<file path="config.mk">
export PLATFORM = sky130hd
export DESIGN_NAME = filter_gin_multicast
export DESIGN_NICKNAME = d
export VERILOG_FILES = /design/src/rtl/noc_pkg.sv /design/src/rtl/gin_tag_match.sv /design/src/rtl/filter_gin_multicast.sv
export SDC_FILE = /design/constraint.sdc
export NUM_CORES = 1
export LEC_CHECK = 0
export ABC_AREA = 0
export BUFFER_PORTS_ARGS = -buffer_cell sky130_fd_sc_hd__buf_2
export CAP_MARGIN = 20
export CORE_AREA = 2 2 479 481
export CTS_BUF_LIST = sky130_fd_sc_hd__clkbuf_16
export CTS_CLUSTER_DIAMETER = 40
export DETAILED_ROUTE_END_ITERATION = 16
export DIE_AREA = 0 0 481 483
export SYNTH_ARGS = -nofsm -noshare
export SYNTH_HDL_FRONTEND = slang
export SYNTH_HIERARCHICAL = 1
export SYNTH_SLANG_ARGS = --single-unit
</file>
<file path="constraint.sdc">
create_clock -name clk -period 5.9 [get_ports clk]
set_input_delay 1.18 -clock clk [delete_from_list [all_inputs] [get_ports clk]]
set_output_delay 1.18 -clock clk [all_outputs]
set_load 0.05 [all_outputs]
</file>
<file path="src/rtl/noc_pkg.sv">
// Shared NoC/GIN definitions: tag widths, PE array dimensions and GIN stage state.
package noc_pkg;
    localparam int unsigned GIN_DATA_WIDTH    = 64;
    localparam int unsigned GIN_ROW_TAG_WIDTH = 4;
    localparam int unsigned GIN_COL_TAG_WIDTH = 4;
    localparam int unsigned GIN_NUM_ROWS      = 12;
    localparam int unsigned GIN_NUM_COLS      = 14;
    localparam int unsigned GIN_COUNT_WIDTH   = 16;

    typedef enum logic {
        IDLE = 1'b0,
        RUN  = 1'b1
    } gin_state_e;
endpackage

</file>
<file path="src/rtl/gin_tag_match.sv">
// Combinational row/column tag match producing the per-PE multicast target mask.
module gin_tag_match
    import noc_pkg::*;
#(
    parameter int unsigned ROW_TAG_WIDTH = GIN_ROW_TAG_WIDTH,
    parameter int unsigned COL_TAG_WIDTH = GIN_COL_TAG_WIDTH,
    parameter int unsigned NUM_ROWS      = GIN_NUM_ROWS,
    parameter int unsigned NUM_COLS      = GIN_NUM_COLS
) (
    input  logic [NUM_ROWS*ROW_TAG_WIDTH-1:0]          row_ids,
    input  logic [NUM_ROWS*NUM_COLS*COL_TAG_WIDTH-1:0] col_ids,
    input  logic [ROW_TAG_WIDTH-1:0]                   row_tag,
    input  logic [COL_TAG_WIDTH-1:0]                   col_tag,
    output logic [NUM_ROWS*NUM_COLS-1:0]               mask
);
    for (genvar i = 0; i < NUM_ROWS; i++) begin : g_row
        logic row_hit;
        assign row_hit = (row_ids[i*ROW_TAG_WIDTH +: ROW_TAG_WIDTH] == row_tag);
        for (genvar j = 0; j < NUM_COLS; j++) begin : g_col
            assign mask[i*NUM_COLS+j] = row_hit &&
                (col_ids[(i*NUM_COLS+j)*COL_TAG_WIDTH +: COL_TAG_WIDTH] == col_tag);
        end
    end
endmodule

</file>
<file path="src/rtl/filter_gin_multicast.sv">
// Filter GIN multicast stage: pops word+tags, holds it until every targeted PE
// is ready at once, and counts deliveries (fires and misses) toward a programmed total.
module filter_gin_multicast
    import noc_pkg::*;
#(
    parameter int unsigned DATA_WIDTH    = GIN_DATA_WIDTH,
    parameter int unsigned ROW_TAG_WIDTH = GIN_ROW_TAG_WIDTH,
    parameter int unsigned COL_TAG_WIDTH = GIN_COL_TAG_WIDTH,
    parameter int unsigned NUM_ROWS      = GIN_NUM_ROWS,
    parameter int unsigned NUM_COLS      = GIN_NUM_COLS,
    parameter int unsigned COUNT_WIDTH   = GIN_COUNT_WIDTH
) (
    input  logic                                       clk,
    input  logic                                       reset,
    input  logic                                       start,
    input  logic [COUNT_WIDTH-1:0]                     total,
    output logic                                       done,
    input  logic [NUM_ROWS*ROW_TAG_WIDTH-1:0]          row_ids,
    input  logic [NUM_ROWS*NUM_COLS*COL_TAG_WIDTH-1:0] col_ids,
    input  logic                                       gin_fifo_empty,
    output logic                                       re_from_gin_fifo,
    input  logic [DATA_WIDTH-1:0]                      gin_data,
    input  logic                                       tags_fifo_empty,
    output logic                                       re_from_tags_fifo,
    input  logic [ROW_TAG_WIDTH-1:0]                   row_tag,
    input  logic [COL_TAG_WIDTH-1:0]                   col_tag,
    output logic [DATA_WIDTH-1:0]                      pe_data,
    output logic [NUM_ROWS*NUM_COLS-1:0]               pe_valid,
    input  logic [NUM_ROWS*NUM_COLS-1:0]               pe_ready,
    output logic                                       miss
);
    localparam int unsigned NUM_PES   = NUM_ROWS * NUM_COLS;
    localparam int unsigned CNT_EXT_W = COUNT_WIDTH + 1;

    logic [NUM_PES-1:0]     match_mask_c;
    gin_state_e             state_q, state_d;
    logic                   held_q, held_d;
    logic [NUM_PES-1:0]     mask_q, mask_d;
    logic [DATA_WIDTH-1:0]  data_q, data_d;
    logic [COUNT_WIDTH-1:0] count_q, count_d;
    logic [COUNT_WIDTH-1:0] total_q, total_d;
    logic                   done_q, done_d;
    logic                   miss_q, miss_d;
    logic                   pend_q, pend_d;
    logic                   fire_c, pop_c, drop_c;
    logic [1:0]             inc_c;
    logic [CNT_EXT_W-1:0]   sum_c;

    gin_tag_match #(
        .ROW_TAG_WIDTH (ROW_TAG_WIDTH),
        .COL_TAG_WIDTH (COL_TAG_WIDTH),
        .NUM_ROWS      (NUM_ROWS),
        .NUM_COLS      (NUM_COLS)
    ) u_tag_match (
        .row_ids (row_ids),
        .col_ids (col_ids),
        .row_tag (row_tag),
        .col_tag (col_tag),
        .mask    (match_mask_c)
    );

    // All-or-nothing delivery: fire only when every targeted PE is ready.
    assign fire_c = held_q && ((pe_ready & mask_q) == mask_q);
    assign pop_c  = (state_q == RUN) && !gin_fifo_empty && !tags_fifo_empty &&
                    (!held_q || fire_c);
    assign drop_c = pop_c && (match_mask_c == '0);
    assign inc_c  = {1'b0, fire_c} + {1'b0, drop_c};
    assign sum_c  = {1'b0, count_q} + CNT_EXT_W'(inc_c);

    assign re_from_gin_fifo  = pop_c;
    assign re_from_tags_fifo = pop_c;
    assign pe_valid          = held_q ? mask_q : '0;
    assign pe_data           = data_q;
    assign done              = done_q;
    assign miss              = miss_q;

    always_ff @(posedge clk or negedge reset) begin
        if (!reset) begin
            state_q <= IDLE;
        end else begin
            state_q <= state_d;
        end
    end

    // pend_q marks a run that hit its total with a word still held; done waits for its fire.
    always_comb begin
        state_d = state_q;
        held_d  = held_q;
        mask_d  = mask_q;
        data_d  = data_q;
        count_d = count_q;
        total_d = total_q;
        pend_d  = pend_q;
        done_d  = 1'b0;
        miss_d  = drop_c;

        if (fire_c) begin
            held_d = 1'b0;
        end
        if (pop_c && !drop_c) begin
            held_d = 1'b1;
            mask_d = match_mask_c;
            data_d = gin_data;
        end

        if (start) begin
            count_d = '0;
            total_d = total;
            pend_d  = 1'b0;
            if (total == '0) begin
                done_d  = 1'b1;
                state_d = IDLE;
            end else begin
                state_d = RUN;
            end
        end else begin
            count_d = sum_c[COUNT_WIDTH-1:0];
            case (state_q)
                RUN: begin
                    if (sum_c >= {1'b0, total_q}) begin
                        state_d = IDLE;
                        if (held_d) begin
                            pend_d = 1'b1;
                        end else begin
                            done_d = 1'b1;
                        end
                    end
                end
                IDLE: begin
                    if (pend_q && fire_c) begin
                        done_d = 1'b1;
                        pend_d = 1'b0;
                    end
                end
                default: state_d = IDLE;
            endcase
        end
    end

    always_ff @(posedge clk or negedge reset) begin
        if (!reset) begin
            held_q  <= 1'b0;
            mask_q  <= '0;
            data_q  <= '0;
            count_q <= '0;
            total_q <= '0;
            done_q  <= 1'b0;
            miss_q  <= 1'b0;
            pend_q  <= 1'b0;
        end else begin
            held_q  <= held_d;
            mask_q  <= mask_d;
            data_q  <= data_d;
            count_q <= count_d;
            total_q <= total_d;
            done_q  <= done_d;
            miss_q  <= miss_d;
            pend_q  <= pend_d;
        end
    end
endmodule

</file>
* Word level (Yosys, flattened, before mapping) *
Index checks and enable logic that the tools add are counted.

storage, ports and cells
  output and inout bits = 236
  bits of input ports = 981
  bits in registers = 269
  logic and storage cells = 400

operators by class
  add/subtract/negate cells = 2
  eq/ne operators = 184
  bitwise gates (word level) = 2
  mux-type cells = 19
  magnitude comparators = 1
  reduce and logical (&&, ||, !) cells = 183

operators with widths
  kind                count
  $eq 4x4->1          180
  $logic_and 1x1->1   175
  $and 168x168->168   1
  $eq 168x168->1      1
  $logic_not 168->1   1
  $mux 168            1
  $add 16x2->17       1
  $ge 17x16->1        1
  $logic_not 16->1    1
  $mux 16             1
  $mux 1              15
  $ne 3x2->1 const B  2
  $logic_not 1->1     4
  $pmux 1 s2          2
  $ne 3x3->1 const B  1
  $reduce_and 3->1    1
  $add 1x1->2         1
  $logic_or 1x1->1    1
  $not 1->1           1

* Logic depth before layout (Yosys ltp) *
  depth in word-level cells = 13
  mapped depth = 27
  mapped depth without buffers = 24

* Hierarchy *
The synthesis kept the hierarchy.

by module, submodules not included
  module                cells each  times used  area each (um2)  sequential area each (um2)
  filter_gin_multicast  1,192       1           14,290.0         6,731.5
  gin_tag_match         1,160       1           9,083.7          0.0

* Least setup slack after synthesis *
Ideal clock, no wire load.

  path kind = input -> register
  start point = input port pe_ready[123]
  end point = register done_q (netlist: done)
  arrival = 5,650 ps
  setup slack = 129 ps
  setup time = 122 ps
  stages on the path = 23
  required time = 5,778 ps
  buffers on the path = 0
  cell sequence = inv_1 > a2111oi_0 > nand4_1 > nor4_1 > nand4_1 > a21o_1 > inv_1 > nand2b_1 > fa_1 > inv_1 > ha_1 > nand3_1 > nor2_1 > nand3_1 > xnor2_1 > ha_1 > a21o_1 > a21o_1 > a21oi_1 > o32ai_1 > o311ai_0 > nand2_1 > a32o_1

between the ends
  cells in the longest elaborated chain, start to end = 13
  elaborated cells on any way between the ends = 19
  those cells by class = add/sub: 2; order compare: 1; eq/ne: 1; mux: 7; bitwise: 1; reduce/logical: 7

RTL lines
  what                                                   RTL line                     RTL
  start: declaration                                     filter_gin_multicast.sv:29   input logic [NUM_ROWS*NUM_COLS-1:0] pe_ready,
  $and 168x168->168 (*)                                  filter_gin_multicast.sv:63   assign fire_c = held_q && ((pe_ready & mask_q) == mask_q);
  $eq 168x168->1 (*)                                     filter_gin_multicast.sv:63
  $logic_and 1x1->1 (*)                                  filter_gin_multicast.sv:63
  $logic_or 1x1->1 (*)                                   filter_gin_multicast.sv:65   (!held_q || fire_c);
  $logic_and 1x1->1 (*)                                  filter_gin_multicast.sv:64   assign pop_c = (state_q == RUN) && !gin_fifo_empty && !tags_fifo_empty &&
  net re_from_gin_fifo                                   filter_gin_multicast.sv:21   output logic re_from_gin_fifo,
  branches (longest 5 deep; another with $add 16x2->17)  n/a
  $mux 1 (*)                                             filter_gin_multicast.sv:120  if (sum_c >= {1'b0, total_q}) begin
  $pmux 1 s2 (*)                                         filter_gin_multicast.sv:118  case (state_q)
  $mux 1 (*)                                             filter_gin_multicast.sv:106  if (start) begin
  net done_d                                             filter_gin_multicast.sv:42   logic done_q, done_d;
  end signal: assignment                                 filter_gin_multicast.sv:156  done_q <= done_d;
  end: declaration                                       filter_gin_multicast.sv:42

Mark *: on every way through the listed nets, which the timed path passes.
A chain may end at the register's enable or synchronous reset.

* Worst setup path in the final report *
  start point = input port col_tag[0]
  end point = register done_q (netlist: done)

between the ends
  cells in the longest elaborated chain, start to end = 11
  elaborated cells on any way between the ends = 348
  those cells by class = add/sub: 2; order compare: 1; eq/ne: 168; mux: 5; reduce/logical: 172

RTL lines
  what                                                   RTL line                     RTL
  start: declaration                                     filter_gin_multicast.sv:26   input logic [COL_TAG_WIDTH-1:0] col_tag,
  $eq 4x4->1 (*)                                         gin_tag_match.sv:21          (col_ids[(i*NUM_COLS+j)*COL_TAG_WIDTH +: COL_TAG_WIDTH] == col_tag);
  $logic_and 1x1->1 (*)                                  gin_tag_match.sv:20          assign mask[i*NUM_COLS+j] = row_hit &&
  net match_mask_c[75]                                   filter_gin_multicast.sv:35   logic [NUM_PES-1:0] match_mask_c;
  $logic_not 168->1 (*)                                  filter_gin_multicast.sv:66   assign drop_c = pop_c && (match_mask_c == '0);
  $logic_and 1x1->1 (*)                                  filter_gin_multicast.sv:66
  branches (longest 4 deep; another with $add 16x2->17)  n/a
  $mux 1 (*)                                             filter_gin_multicast.sv:120
  $pmux 1 s2 (*)                                         filter_gin_multicast.sv:118
  $mux 1 (*)                                             filter_gin_multicast.sv:106
  net done_d                                             filter_gin_multicast.sv:42

Marks and branches as above.

==> impl_metrics.csv <==
group,metric,value,unit
outcome,status,"finished, violations left",
outcome,violations,"setup timing",
clocking,clk_latency,0.67,ns
logic_synthesis,synth_edf_count,0,
logic_synthesis,ys_warn_count,6,
critical_path,path_class,"input pin to flip-flop",
global_routing,grt_max_degree,120,
floorplan,initial_core_util,10.3,%
run,maxCapViolCount,0,
critical_path,critPathSlowestCell,"fa_2",
final_layout,syn_to_final_growth,76.0,%
floorplan,ioPinCount,1217,
clocking,clkTransAtPathRegs,0.05,ns
final_layout,final_cell_area,0.0411,sq mm
logic_synthesis,syn-num-nets,3351,
logic_synthesis,ys_seq_area_share,28.8,%
clocking,hold_buffers,0,
sta,relSlewSlack,22.0,%
logic_synthesis,netlist_top_cells_area,"dfrtp_1 29%, xnor2_1 27%, mux2_4 12%",
placement,io_buffers,1216,
sta,drv_slew,0,
floorplan,num_rows,175,
clocking,cts_tree,"yes",
placement,pre_cts_ws,-2.11,ns
final_layout,fill_cells,25600,
logic_synthesis,ys.flop_type,"dfrtp_1",
sta,timing.final.hold_violations,0,
floorplan,fp.dieW,481,um
logic_synthesis,async_reset_ff_share,100,%
pwr,irDropWorstVdd,0.232,mV
clocking,clockBufferDepth,3,
hold_path,hp-class,"input pin to async pin",
detailed_routing,drc,0,
sta,fmax,161,MHz
logic_synthesis,synth.avg_cell_area,9.94,sq um
critical_path,worst_path_largest_cell_delay,0.37,ns
pwr,pwr_density_cell,267,mW/mm^2
floorplan,coreArea,0.227,sq mm
floorplan,die_area,0.232,sq mm
critical_path,crit_required,6.45,ns
placement,place_hpwl,203,mm
final_layout,final-instance-count-excl-fill,7153,
detailed_routing,wl,232,mm
critical_path,crit_arrival,6.74,ns
detailed_routing,avgViaCountPerCell,3.55,
placement,dp_cells,6886,
placement,gp_congestion,0.955,
global_routing,antenna_found_initial,164,
floorplan,die_h,483,um
global_routing,gr-total-overflow,0,
clocking,htreeDepth,3,
critical_path,start_kind,"input pin",
sta,finalCritPeriodShare,105,%
placement,dpl_cell_area,0.0365,sq mm
sta,clock_skew,0.0204,ns
sta,fin_ws,-0.294,ns
pwr,fin_total_pwr,0.0110,W
final_layout,drive_gt1_share,56.0,%
detailed_routing,antenna_left,0,
sta,worst_pin_slew,1.17,ns
clocking,numCtsBuffers,78,
critical_path,crit_path_end_kind,"flip-flop",
global_routing,grt_pass1_vias,27400,
sta,rsz0062_at_grt,"yes",
critical_path,cpMostUsedCell,"buf_4",
pwr,p_leak,18.8,nW
sta,setup_viol,3,
detailed_routing,vias,25400,
logic_synthesis,syn_inst,2352,
global_routing,grt_use_total,19.3,%
logic_synthesis,synth.largest_area_cell,"dfrtp_1",
final_layout,nets,5009,
detailed_routing,drtPass1Iterations,5,
logic_synthesis,synth-seq-cells,269,
sta,finalCriticalPeriod,6.19,ns
global_routing,grt_pass1_wl,288,mm
clocking,cts_sinks,269,
logic_synthesis,synth_top_area_share,28.8,%
sta,worst_hold_slack,0.460,ns
logic_synthesis,ys_types,47,
detailed_routing,avgRoutedWirePerCell,32.5,um
detailed_routing,drtIter0Drc,1072,
clocking,cts_root_buf,"clkbuf_16",
logic_synthesis,synth_area,0.0234,sq mm
critical_path,worstPathMaxFanout,12,
-- layer usage --
metal,up-vias,track usage [%],routed length (um)
li1,11300,-,-
met1,12300,21.6,90200
met2,1257,32.8,111000
met3,436,6.53,18800
met4,90,9.10,11500
met5,-,0,599
-- power breakdown --
part	switching (W)	internal [W]	total, W
clock network	0.00159	0.00338	0.00497
logic	0.00225	0.00148	0.00374
registers	0.000186	0.00211	0.00230
total	0.00402	0.00697	0.0110
-- worst paths after layout --
check | from | endpoint | slack (ns) | cells after the start
worst max-delay path | col_tag[0] | done | -0.29 | 29
worst min-delay path | reset | total_q[12] | 0.46 | 1
worst max register to register | mask_q[165] | done | -0.04 | 26
worst min register to register | pe_data[41] | pe_data[41] | 0.50 | 1
max in group asynchronous | reset | mask_q[74] | 4.14 | 2
min in group clk | pe_data[41] | pe_data[41] | 0.50 | 1
-- area by class of cell --
class	instances	area, sq um	share of cell area, %
antenna	68	170	0.414
clock buffer	78	1950	4.74
clock inverter	68	1060	2.58
inverter	109	409	0.995
multi-input combinational	1831	15800	38.4
sequential	269	6740	16.4
tap	3009	3760	9.15
timing repair buffer	1721	11300	27.4
-- cells in the mapped netlist, types with 3 or more instances --
library cell / count
xor2_1: 7
nand4_1: 190
a21o_1: 7
inv_1: 109
xnor2_1: 727
buf_8: 10
mux2_2: 53
nand2b_1: 8
o2111ai_1: 3
nor2_1: 76
buf_6: 30
o22ai_1: 29
nor2_2: 100
nand2_1: 27
nand3_1: 11
mux2_4: 180
dfrtp_1: 269
ha_1: 17
nor2b_1: 93
buf_2: 28
buf_4: 50
o21ai_0: 15
and2_1: 169
and3_1: 5
a21oi_1: 5
nor4_1: 55
nor3_1: 4
nand4_2: 10
clkbuf_1: 23
a2111oi_0: 25
-- kinds of logic (layout without fill, tap and decap cells) --
| group | count (synthesis) | in the layout | synth area share, % |
|---|---|---|---|
| adders and majority gates | 18 | 18 | 0.996 |
| muxes | 233 | 233 | 14.1 |
| and+or+nand+nor | 753 | 753 | 19.3 |
| buffers and inverters | 252 | 1976 | 6.51 |
| DFF | 269 | 269 | 28.8 |
| other | 0 | 68 | 0 |
| xor gates and xnor gates | 734 | 734 | 27.5 |
| AOI/OAI and AO/OA | 93 | 93 | 2.80 |
-- sequential cells by signal, summed over array words and instances, names as in the netlist --
| signal | flops |
|---|---|
| count_q | 16 |
| mask_q | 168 |
| pend_q | 1 |
| done | 1 |
| state_q | 1 |
| pe_data | 64 |
| held_q | 1 |
| miss | 1 |
| total_q | 16 |
-- timing repair --
item | 4_1_cts | 5_1_grt
pin swaps | 60 | 33
endpoints found under the setup margin | 7 | 3
cloned | 7 | 0
setup buffers | 47 | 11
gates resized for setup | 147 | 24
-- per-stage QoR --
stage                     TNS (ns)  utilization, %
after CTS                   -0.414            18.0
final                       -0.645            18.1
after global routing         -1.26            18.1
after floorplan                  0               -
after detailed placement    -22.16            16.1
after global placement     -128.50            16.1
-- worst max-delay path, delay by kind of cell --
family          cells  cell delay (ns)
compound gates      3             0.69
simple gates       15             2.67
fa+ha+maj           2             0.69
xor+xnor            2             0.27
buf+inv             7             1.18
-- placed cells by master (no fill, tap or decap), drive strengths merged, types with 2 or more instances in the layout --
cell type	instances
o22ai	29
a21oi	5
ha	17
bufbuf	2
and2	169
nand2	27
clkbuf	78
diode	68
nor3	4
xnor2	727
nand4	200
o2111ai	3
mux2	233
o21ai	15
inv	128
nor2	176
clkinvlp	11
a21o	7
clkinv	17
and3	5
bufinv	21
nor2b	93
nand3	11
dfrtp	269
a2111oi	25
nand2b	8
nor4	55
buf	1719
xor2	7
No activity file was read; power rests on OpenSTA's default activity.
